[config.mk]
export PLATFORM = sky130hd
export DESIGN_NAME = vga_scan_driver
export DESIGN_NICKNAME = d
export VERILOG_FILES = /design/src/rtl/vga_scan_driver.sv
export SDC_FILE = /design/constraint.sdc
export NUM_CORES = 1
export LEC_CHECK = 0
export CAP_MARGIN = 20
export CELL_PAD_IN_SITES_DETAIL_PLACEMENT = 0
export CELL_PAD_IN_SITES_GLOBAL_PLACEMENT = 1
export CORE_AREA = 8 8 77 79
export CTS_BUF_LIST = sky130_fd_sc_hd__clkbuf_8
export DETAILED_ROUTE_END_ITERATION = 6
export DIE_AREA = 0 0 85 87
export GPL_TIMING_DRIVEN = 0
export PLACE_DENSITY_LB_ADDON = 0.15
export SLEW_MARGIN = 20
export SYNTH_ARGS = -nofsm -noshare
export SYNTH_HDL_FRONTEND = slang
export SYNTH_SLANG_ARGS = --single-unit
[constraint.sdc]
create_clock -name clk -period 2.5 [get_ports clk]
set_clock_uncertainty 0.05 [all_clocks]
set_input_delay 0.75 -clock clk [delete_from_list [all_inputs] [get_ports clk]]
set_output_delay 0.75 -clock clk [all_outputs]
set_load 0.005 [all_outputs]
[src/rtl/vga_scan_driver.sv]
// VGA raster timing generator: scan counters for the pixel plotter, blank-gated
// registered RGB, active-low syncs, vblank level and a one-clk frame_done pulse.
module vga_scan_driver #(
  parameter int CLK_DIV   = 2,
  parameter int H_VISIBLE = 640,
  parameter int H_FRONT   = 16,
  parameter int H_SYNC    = 96,
  parameter int H_BACK    = 48,
  parameter int V_VISIBLE = 480,
  parameter int V_FRONT   = 10,
  parameter int V_SYNC    = 2,
  parameter int V_BACK    = 33
) (
  input  logic       clk,
  input  logic       rst,
  input  logic [3:0] data_red,
  input  logic [3:0] data_green,
  input  logic [3:0] data_blue,
  output logic [9:0] rows,
  output logic [9:0] columns,
  output logic [3:0] vga_red,
  output logic [3:0] vga_green,
  output logic [3:0] vga_blue,
  output logic       hsync,
  output logic       vsync,
  output logic       vblank,
  output logic       frame_done
);

  localparam int H_TOTAL = H_VISIBLE + H_FRONT + H_SYNC + H_BACK;
  localparam int V_TOTAL = V_VISIBLE + V_FRONT + V_SYNC + V_BACK;
  localparam int DIV_W   = (CLK_DIV > 1) ? $clog2(CLK_DIV) : 1;

  localparam logic [DIV_W-1:0] DIV_LAST = DIV_W'(CLK_DIV - 1);
  localparam logic [9:0] H_LAST   = 10'(H_TOTAL - 1);
  localparam logic [9:0] V_LAST   = 10'(V_TOTAL - 1);
  localparam logic [9:0] H_VIS    = 10'(H_VISIBLE);
  localparam logic [9:0] V_VIS    = 10'(V_VISIBLE);
  localparam logic [9:0] V_VIS_M1 = 10'(V_VISIBLE - 1);
  localparam logic [9:0] HS_FIRST = 10'(H_VISIBLE + H_FRONT);
  localparam logic [9:0] HS_LAST  = 10'(H_VISIBLE + H_FRONT + H_SYNC - 1);
  localparam logic [9:0] VS_FIRST = 10'(V_VISIBLE + V_FRONT);
  localparam logic [9:0] VS_LAST  = 10'(V_VISIBLE + V_FRONT + V_SYNC - 1);

  logic [DIV_W-1:0] div_q, div_d;
  logic [9:0]       col_q, col_d;
  logic [9:0]       row_q, row_d;
  logic [3:0]       rgb_q [3];
  logic [3:0]       rgb_d [3];
  logic             hsync_q, hsync_d;
  logic             vsync_q, vsync_d;
  logic             frame_done_q, frame_done_d;
  logic             pix_en;
  logic             visible;
  logic [3:0]       data_ch [3];
  logic [3:0]       gated   [3];

  assign data_ch[0] = data_red;
  assign data_ch[1] = data_green;
  assign data_ch[2] = data_blue;

  assign visible = (col_q < H_VIS) && (row_q < V_VIS);

  // Plotter colour is forced to black outside the visible window.
  genvar gi;
  generate
    for (gi = 0; gi < 3; gi++) begin : g_blank
      assign gated[gi] = visible ? data_ch[gi] : 4'h0;
    end
  endgenerate

  always_comb begin
    pix_en       = (div_q == DIV_LAST);
    div_d        = pix_en ? '0 : div_q + 1'b1;
    col_d        = col_q;
    row_d        = row_q;
    rgb_d        = rgb_q;
    hsync_d      = hsync_q;
    vsync_d      = vsync_q;
    frame_done_d = 1'b0;
    if (pix_en) begin
      if (col_q == H_LAST) begin
        col_d = '0;
        row_d = (row_q == V_LAST) ? '0 : row_q + 10'd1;
      end else begin
        col_d = col_q + 10'd1;
      end
      rgb_d        = gated;
      hsync_d      = ~((col_q >= HS_FIRST) && (col_q <= HS_LAST));
      vsync_d      = ~((row_q >= VS_FIRST) && (row_q <= VS_LAST));
      frame_done_d = (row_q == V_VIS_M1) && (col_q == H_LAST);
    end
  end

  always_ff @(posedge clk) begin
    if (!rst) begin
      div_q        <= '0;
      col_q        <= '0;
      row_q        <= '0;
      rgb_q        <= '{default: 4'h0};
      hsync_q      <= 1'b1;
      vsync_q      <= 1'b1;
      frame_done_q <= 1'b0;
    end else begin
      div_q        <= div_d;
      col_q        <= col_d;
      row_q        <= row_d;
      rgb_q        <= rgb_d;
      hsync_q      <= hsync_d;
      vsync_q      <= vsync_d;
      frame_done_q <= frame_done_d;
    end
  end

  assign rows       = row_q;
  assign columns    = col_q;
  assign vga_red    = rgb_q[0];
  assign vga_green  = rgb_q[1];
  assign vga_blue   = rgb_q[2];
  assign hsync      = hsync_q;
  assign vsync      = vsync_q;
  assign vblank     = (row_q >= V_VIS);
  assign frame_done = frame_done_q;

endmodule

== Yosys cells after proc, flatten, opt, wreduce, memory -nomap -nowiden ==
Cells that the tools add are included.

* Register bits after elaboration: 36
* Bits of input ports: 14
* Output and inout port bits: 36
* Word-level logic and storage cells: 37

* $add $sub $neg: 3
* Magnitude comparators: 7
* Equality and inequality tests: 3
* Muxes and demuxes: 5
* Bitwise logic cells: 3
* Reduce and logical (&&, ||, !) cells: 7

{| class="wikitable"
|+ Operator list
! cell !! count
|-
| $add 10x1->10 const B || 2
|-
| $eq 10x10->1 const B || 2
|-
| $ge 10x9->1 const B || 2
|-
| $mux 10 || 2
|-
| $mux 4 || 3
|-
| $eq 10x9->1 const B || 1
|-
| $ge 10x10->1 const B || 1
|-
| $le 10x10->1 const B || 1
|-
| $le 10x9->1 const B || 1
|-
| $lt 10x10->1 const B || 1
|-
| $lt 10x9->1 const B || 1
|-
| $logic_and 1x1->1 || 4
|-
| $reduce_and 2->1 || 2
|-
| $not 1->1 || 3
|-
| $reduce_or 2->1 || 1
|-
| $add 1x1->1 const B || 1
|}

== Logic depth before layout (Yosys ltp) ==
Gate-level depths: netlist of run 1.

* Depth in word-level cells: 3
* Mapped depth: 6
* Gate-level depth less buffers: 6

== Worst setup path after synthesis of run 1 ==
Ideal clock, no wire load.

* Kind: register -> register
* Start: register col_q[0] (netlist: columns[0])
* End: register row_q[8] (netlist: rows[8])
* Setup time: 0.068 ns
* Arrival: 1.947 ns
* Data required time: 2.382 ns
* Path slack: 0.435 ns
* Cell stages (with the launch flop): 7
* Buffers on the path: 1
* Clock period less this slack: 2.065 ns
* Cell sequence: dfxtp_1 -> ha_1 -> nand4_2 -> or3_4 -> buf_6 -> or4_4 -> a21oi_2

* Longest elaborated chain between the ends: 2

{| class="wikitable"
|+ RTL lines
! element !! line !! RTL
|-
| from (decl) || 46 || <nowiki>logic [9:0] col_q, col_d;</nowiki>
|-
| from (signal assigned) || 106 || <nowiki>col_q <= col_d;</nowiki>
|-
| $eq 10x10->1 || 82 || <nowiki>if (col_q == H_LAST) begin</nowiki>
|-
| $reduce_and 2->1 (no line) || - ||
|-
| to (signal assigned) || 107 || <nowiki>row_q <= row_d;</nowiki>
|-
| to (decl) || 47 || <nowiki>logic [9:0] row_q, row_d;</nowiki>
|}

Every way passes these cells.
A chain may end at the register's enable or synchronous reset.

== Worst setup path in the final report of run 1 ==
* Start: register row_q[8] (netlist: rows[8])
* End: output vblank

* Longest elaborated chain between the ends: 1

{| class="wikitable"
|+ RTL lines
! element !! line !! RTL
|-
| $ge 10x9->1 || 122 || <nowiki>assign vblank = (row_q >= V_VIS);</nowiki>
|-
| to (decl) || 26 || <nowiki>output logic vblank,</nowiki>
|}

Every way passes these cells.

==> flow_summary.ini, run 1 <==
[final_layout]
fin_area_mm2 = 0.00226
antenna_cells = 0
area_delta_synth_final_pct = 40.8
drive_above_1_share_pct = 10.5
fin_nets = 237

[synthesis]
ys_types = 43
synth_nets = 182
synthFlopType = dfxtp_1
ys_seq_area_share_pct = 44.9
postSynthCellCount = 163
ys_async_sr_fraction_pct = 0
synth-edff-count = 0
ys.warnings.count = 0
synthesis.area_mm2 = 0.00160
avgSynthCellArea_um2 = 9.84
synth_seq_cells = 36

[pwr]
power_density_mw_per_mm2 = 496
leakage_nw = 0.819
vdd_drop_max_v = 0.000268

[timing]
fin_crit_sh_pct = 96.7
finalSetupViolCount = 0
fin_crit_ns = 2.42
tightest_slew_ns = 0.883
timing.fmax_mhz = 414
hold_violations = 0
slew_headroom_pct = 40.6
report.final.slew_viol_count = 0
setup_tns_ns = 0
grt_setup_unrepaired = false

[worst_setup_path]
critPathCaptureType = output pin
rr_endpoint = rows[2]$_SDFFE_PN0P_
worstSetupPathType = reg2out
r2r_slack_ns = 0.20
crit_start = rows[8]$_SDFFE_PN0P_
startpoint_type = flop
r2r-start = columns[0]$_SDFFE_PN0P_
cp.required_ns = 1.70
critPathMaxFanout = 6
r2r_cells = 6
cp.arrival_ns = 1.62

[grt]
grt_max_degree = 12
grt_pass1_wl_um = 7030
antenna_found_initial = 0
grt_pass1_vias = 1398
grt.total_usage_pct = 12.0
grt_overflow = 0

[clock_tree]
clkSlewWorstSetupHoldPaths_ns = 0.08
cts_tree = yes
clockBufferDepth = 2
clock_latency_ns = 0.29
cts_buffers = 5
cts_sinks = 36
hold_buffers = 0
post_cts_buffers = 0
htreeDepth = 2
clock_tree.root_cell = clkbuf_8

[worst_hold_path]
min_path_cells = 1
hp-class = reg2reg
holdCritStartpoint = vga_red[1]$_SDFFE_PN0P_
holdPathEnd = vga_red[1]$_SDFFE_PN0P_

[route]
wl_um = 4290
post_drt_wl_per_cell_um = 15.6
firstDrtPassIters = 6
drtIter0Drc = 74
drc_errors = 0
num_vias = 1419
via_per_inst = 5.16
ant_nets = 0

[floorplanning]
io_pins = 50
die_h_um = 87
dieArea_mm2 = 0.00740
die_w_um = 85
start_util_pct = 33.1
rows = 26
core-area_mm2 = 0.00485

[placed_design]
hpwl_um = 3250
io_buffer_count = 49
place.gp.congestion = 0.804
dpl-instance-area_mm2 = 0.00216

[run_status]
status = finished, final reports clean

[job]
cap_violations = 0
cells in the mapped netlist (2+ instances only):
library cell / count / area (um^2)
o21ai_0: 4 / 20.0
dfxtp_1: 36 / 721
nand2b_1: 4 / 25.0
or3_1: 2 / 12.5
nor2_1: 13 / 48.8
buf_6: 2 / 22.5
nand3_1: 11 / 55.1
a22o_1: 12 / 105
and2_1: 2 / 12.5
clkbuf_1: 5 / 18.8
nor3b_1: 2 / 15.0
ha_1: 5 / 62.6
xnor2_1: 10 / 87.6
inv_1: 6 / 22.5
nand4_1: 4 / 25.0
mux2i_1: 2 / 20.0
xor2_1: 3 / 26.3
a21boi_0: 3 / 22.5
nand2_1: 6 / 22.5
nor4_1: 6 / 37.5
and4_1: 3 / 26.3
state kept, by name, summed over array words and instances (netlist names):
name and cells:
frame_done 1, vsync 1, div_q 1, rows 10, vga_green 4, hsync 1, columns 10, vga_red 4
vga_blue 4
timing repair:
item / CTS / global route
endpoints found under the setup margin: 1 / 1
pin swaps: 0 / 0
resized for setup: 1 / 3
routing by layer:
metal	up-vias	global-route usage, %	wire, um
met2	34	20.1	2080
li1	701	-	-
met4	0	4.69	56
met1	677	13.0	1830
met3	7	5.28	321
met5	-	0	0
critical path, cell delays in order (launching register included):
cell	delay [ns]
dfxtp_2	0.36
and4_1	0.21
or2_2	0.30
clkdlybuf4s50_1	0.47
kinds of logic after synthesis:
kind of cell | count (synthesis) | share of synthesized area [%]
buffers and inverters | 14 | 4.45
AO/OA/AOI/OAI | 26 | 12.5
XOR/XNOR | 13 | 7.10
adder cells (fa/ha/maj) | 5 | 3.90
AND/OR/NAND/NOR | 67 | 25.9
multiplexers | 2 | 1.25
flip-flops | 36 | 44.9
how the worst max path moves through the flow:
stage	slack, ns	to	cells after the start
floorplan	0.43	rows[8]$_SDFFE_PN0P_	6
global placement	0.15	vga_green[0]$_SDFFE_PN0P_	5
detailed placement	0.15	vblank	4
CTS	0.03	vblank	3
global route	0.02	rows[3]$_SDFFE_PN0P_	6
finish	0.08	vblank	3
cells in the final DEF (no fill, tap or decap), types with 3 or more instances in the layout:
cell and instances:
nand2b_1 4, dfxtp_1 32, nand4_1 4, a21boi_0 3, nand3_1 11, clkdlybuf4s50_1 49, o21ai_0 4, xnor2_1 10
inv_1 6, xor2_1 3, ha_1 5, nand2_1 6, and4_1 3, nor4_1 6, nor2_1 13, dfxtp_2 4
a22o_1 12, clkbuf_8 6, clkbuf_1 4
where the power goes:
part           switching [mW]  total [mW]  internal, mW
sequential            0.00947       0.598         0.588
clock                   0.214       0.434         0.220
combinational          0.0342      0.0888        0.0546
layout make-up:
| cell class | count | area [um^2] |
|---|---|---|
| fillers | 474 | 2590 |
| multi-input cells | 113 | 812 |
| flip-flops and latches | 36 | 726 |
| repair buffers | 49 | 490 |
| clock buffers | 6 | 82.6 |
| well taps | 56 | 70.1 |
| plain buffers | 7 | 45.0 |
| inverters | 6 | 22.5 |
| clock inverters | 2 | 10.0 |
through the flow:
stage          total power, mW  worst slack (ns)  instances  util [%]  hold slack, ns
6_report                  1.12            0.0818        275      46.6           0.436
5_1_grt                   1.17            0.0237        275      46.6           0.460
4_1_cts                   1.14            0.0268        275      46.5           0.439
3_5_place_dp             0.701             0.153        268      44.7           0.417
3_3_place_gp             0.699             0.155        268      44.7           0.412
2_1_floorplan            0.641             0.435        163         -           0.421
Power figures use the tool's default switching activity.
==> inputs of run 2 (changes only) <==
--- a/config.mk
+++ b/config.mk
@@ -8,10 +8,10 @@
 export CAP_MARGIN = 20
 export CELL_PAD_IN_SITES_DETAIL_PLACEMENT = 0
 export CELL_PAD_IN_SITES_GLOBAL_PLACEMENT = 1
-export CORE_AREA = 8 8 77 79
+export CORE_AREA = 4 4 73 75
 export CTS_BUF_LIST = sky130_fd_sc_hd__clkbuf_8
 export DETAILED_ROUTE_END_ITERATION = 6
-export DIE_AREA = 0 0 85 87
+export DIE_AREA = 0 0 77 79
 export GPL_TIMING_DRIVEN = 0
 export PLACE_DENSITY_LB_ADDON = 0.15
 export SLEW_MARGIN = 20
==> flow_summary.ini, run 2 (synthesis results as in run 1) <==
[timing]
grt_setup_unrepaired = false
fin_crit_ns = 2.29
slew_headroom_pct = 45.9
tightest_slew_ns = 0.804
fin_crit_sh_pct = 91.8
report.final.slew_viol_count = 0
finalSetupViolCount = 0
timing.fmax_mhz = 436
setup_tns_ns = 0
hold_violations = 0

[worst_hold_path]
holdCritStartpoint = vga_green[0]$_SDFFE_PN0P_
hp-class = reg2reg

[pwr]
seqPwrFrac_pct = 53.7
vdd_drop_max_v = 0.000210
combPwrFrac_pct = 7.8
netSwitchingFraction_pct = 22.7
intPower_uw = 863
p_sw_uw = 253
clkPwrFrac_pct = 38.5
power_density_mw_per_mm2 = 495
leakage_nw = 0.837
p_total_mw = 1.12

[worst_setup_path]
cp_num_cells = 6
max_stage_delay_ns = 0.48
cp-endpoint = rows[5]$_SDFFE_PN0P_
cp.arrival_ns = 2.39
r2r_cells = 6
cp.required_ns = 2.60
critPathCaptureType = flop
crit_start = columns[0]$_SDFFE_PN0P_
critPathMaxFanout = 10
rr_endpoint = rows[5]$_SDFFE_PN0P_
worstSetupPathType = reg2reg
startpoint_type = flop
cp_cell_sequence = ha_1 -> nand4_2 -> or3_4 -> buf_6 -> o21ai_1 -> nor2_1
path_delay_family = simple AND/OR/NAND/NOR gates
crit_path_top_delay_cell = o21ai_1
r2r-start = columns[0]$_SDFFE_PN0P_
cp.buffers_inverters = 1
r2r_slack_ns = 0.21

[final_layout]
fill_cells = 415
area_delta_synth_final_pct = 40.6
antenna_cells = 0
layout_common_cells = clkdlybuf4s50_1 (48), dfxtp_1 (34), nor2_1 (13), a22o_1 (12), nand3_1 (11)
multi_input_area_um2 = 812
final_common_cell = clkdlybuf4s50_1
finalNonFillerCells = 273
regArea_um2 = 723
fin_area_mm2 = 0.00226
fin_nets = 237
drive_above_1_share_pct = 9.59

[clock_tree]
htreeDepth = 2
clock_latency_ns = 0.28
cts_sinks = 36
clock_tree.root_cell = clkbuf_8
clkSlewWorstSetupHoldPaths_ns = 0.08
post_cts_buffers = 0
cts_tree = yes
clockBufferDepth = 2
cts_buffers = 5

[placed_design]
io_buffer_count = 49
hpwl_um = 2940
dpl-instance-area_mm2 = 0.00216
dp_cells = 266
place.gp.congestion = 0.778

[floorplanning]
rows = 25
io_pins = 50
die_w_um = 77
core-area_mm2 = 0.00466
start_util_pct = 34.4
dieArea_mm2 = 0.00608
die_h_um = 79

[grt]
antenna_found_initial = 0
grt_pass1_wl_um = 6660
grt_pass1_vias = 1421
grt_overflow = 0
grt.total_usage_pct = 13.5
grt_max_degree = 12

[route]
ant_nets = 0
drtIter0Drc = 57
firstDrtPassIters = 4
via_per_inst = 5.01
wl_um = 3910
drc_errors = 0
post_drt_wl_per_cell_um = 14.3
num_vias = 1367

[run_status]
status = finished, final reports clean

[job]
cap_violations = 0
## run 2: final cells by class
class | instances | area share [%]
multi-input combinational | 113 | 36.0
sequential | 36 | 32.1
timing repair buffer | 49 | 21.9
clock buffer | 6 | 3.66
tap | 54 | 3.00
buffer | 7 | 2.00
inverter | 6 | 0.998
clock inverter | 2 | 0.444
## run 2: per-layer routing
metal	vias up	global-route usage [%]	wire (um)
met1	616	16.8	1800
met3	7	4.65	287
met2	49	21.6	1760
met5	-	0	0
met4	0	4.98	60
li1	695	-	-
## run 2: worst min-delay path by stage
stage | to | slack (ns) | depth (start not counted)
after floorplan | hsync$_SDFFE_PN1P_ | 0.42 | 1
after global placement | vga_red[0]$_SDFFE_PN0P_ | 0.41 | 1
after global routing | vga_red[1]$_SDFFE_PN0P_ | 0.46 | 1
final | vga_green[0]$_SDFFE_PN0P_ | 0.43 | 1
after CTS | vga_blue[2]$_SDFFE_PN0P_ | 0.44 | 1
after detailed placement | vga_blue[2]$_SDFFE_PN0P_ | 0.41 | 1
## run 2: worst register-to-register path: cells and delay by family, from the launching register on
| kind | cells | cell delay (ns) |
|---|---|---|
| adder cells (fa/ha/maj) | 1 | 0.24 |
| AND/OR/NAND/NOR | 3 | 0.84 |
| AO/OA/AOI/OAI | 1 | 0.48 |
| flip-flops | 1 | 0.41 |
| buffers and inverters | 1 | 0.14 |
## run 2: power groups by stage
stage	sequential, mW	clock [mW]	combinational, mW
after floorplan	0.611	0	0.0295
after global placement	0.611	0	0.0870
after detailed placement	0.611	0	0.0886
after CTS	0.599	0.443	0.0889
after global routing	0.601	0.467	0.0963
final	0.599	0.430	0.0871
## run 2: through the flow
step / worst slack [ns] / hold WS (ns) / utilization, %
6_report: 0.206 / 0.435 / 48.4
5_1_grt: 0.0137 / 0.458 / 48.4
3_5_place_dp: 0.163 / 0.415 / 46.4
4_1_cts: 0.0416 / 0.440 / 48.3
2_1_floorplan: 0.435 / 0.421 / -
3_3_place_gp: 0.189 / 0.412 / 46.4
## run 2: timing repair
action / in CTS / in global routing
endpoints found under the hold margin: 0 / 0
cloned: 0 / 0
resized for setup: 1 / 2
hold buffers: 0 / 0
setup endpoints to repair: 1 / 1
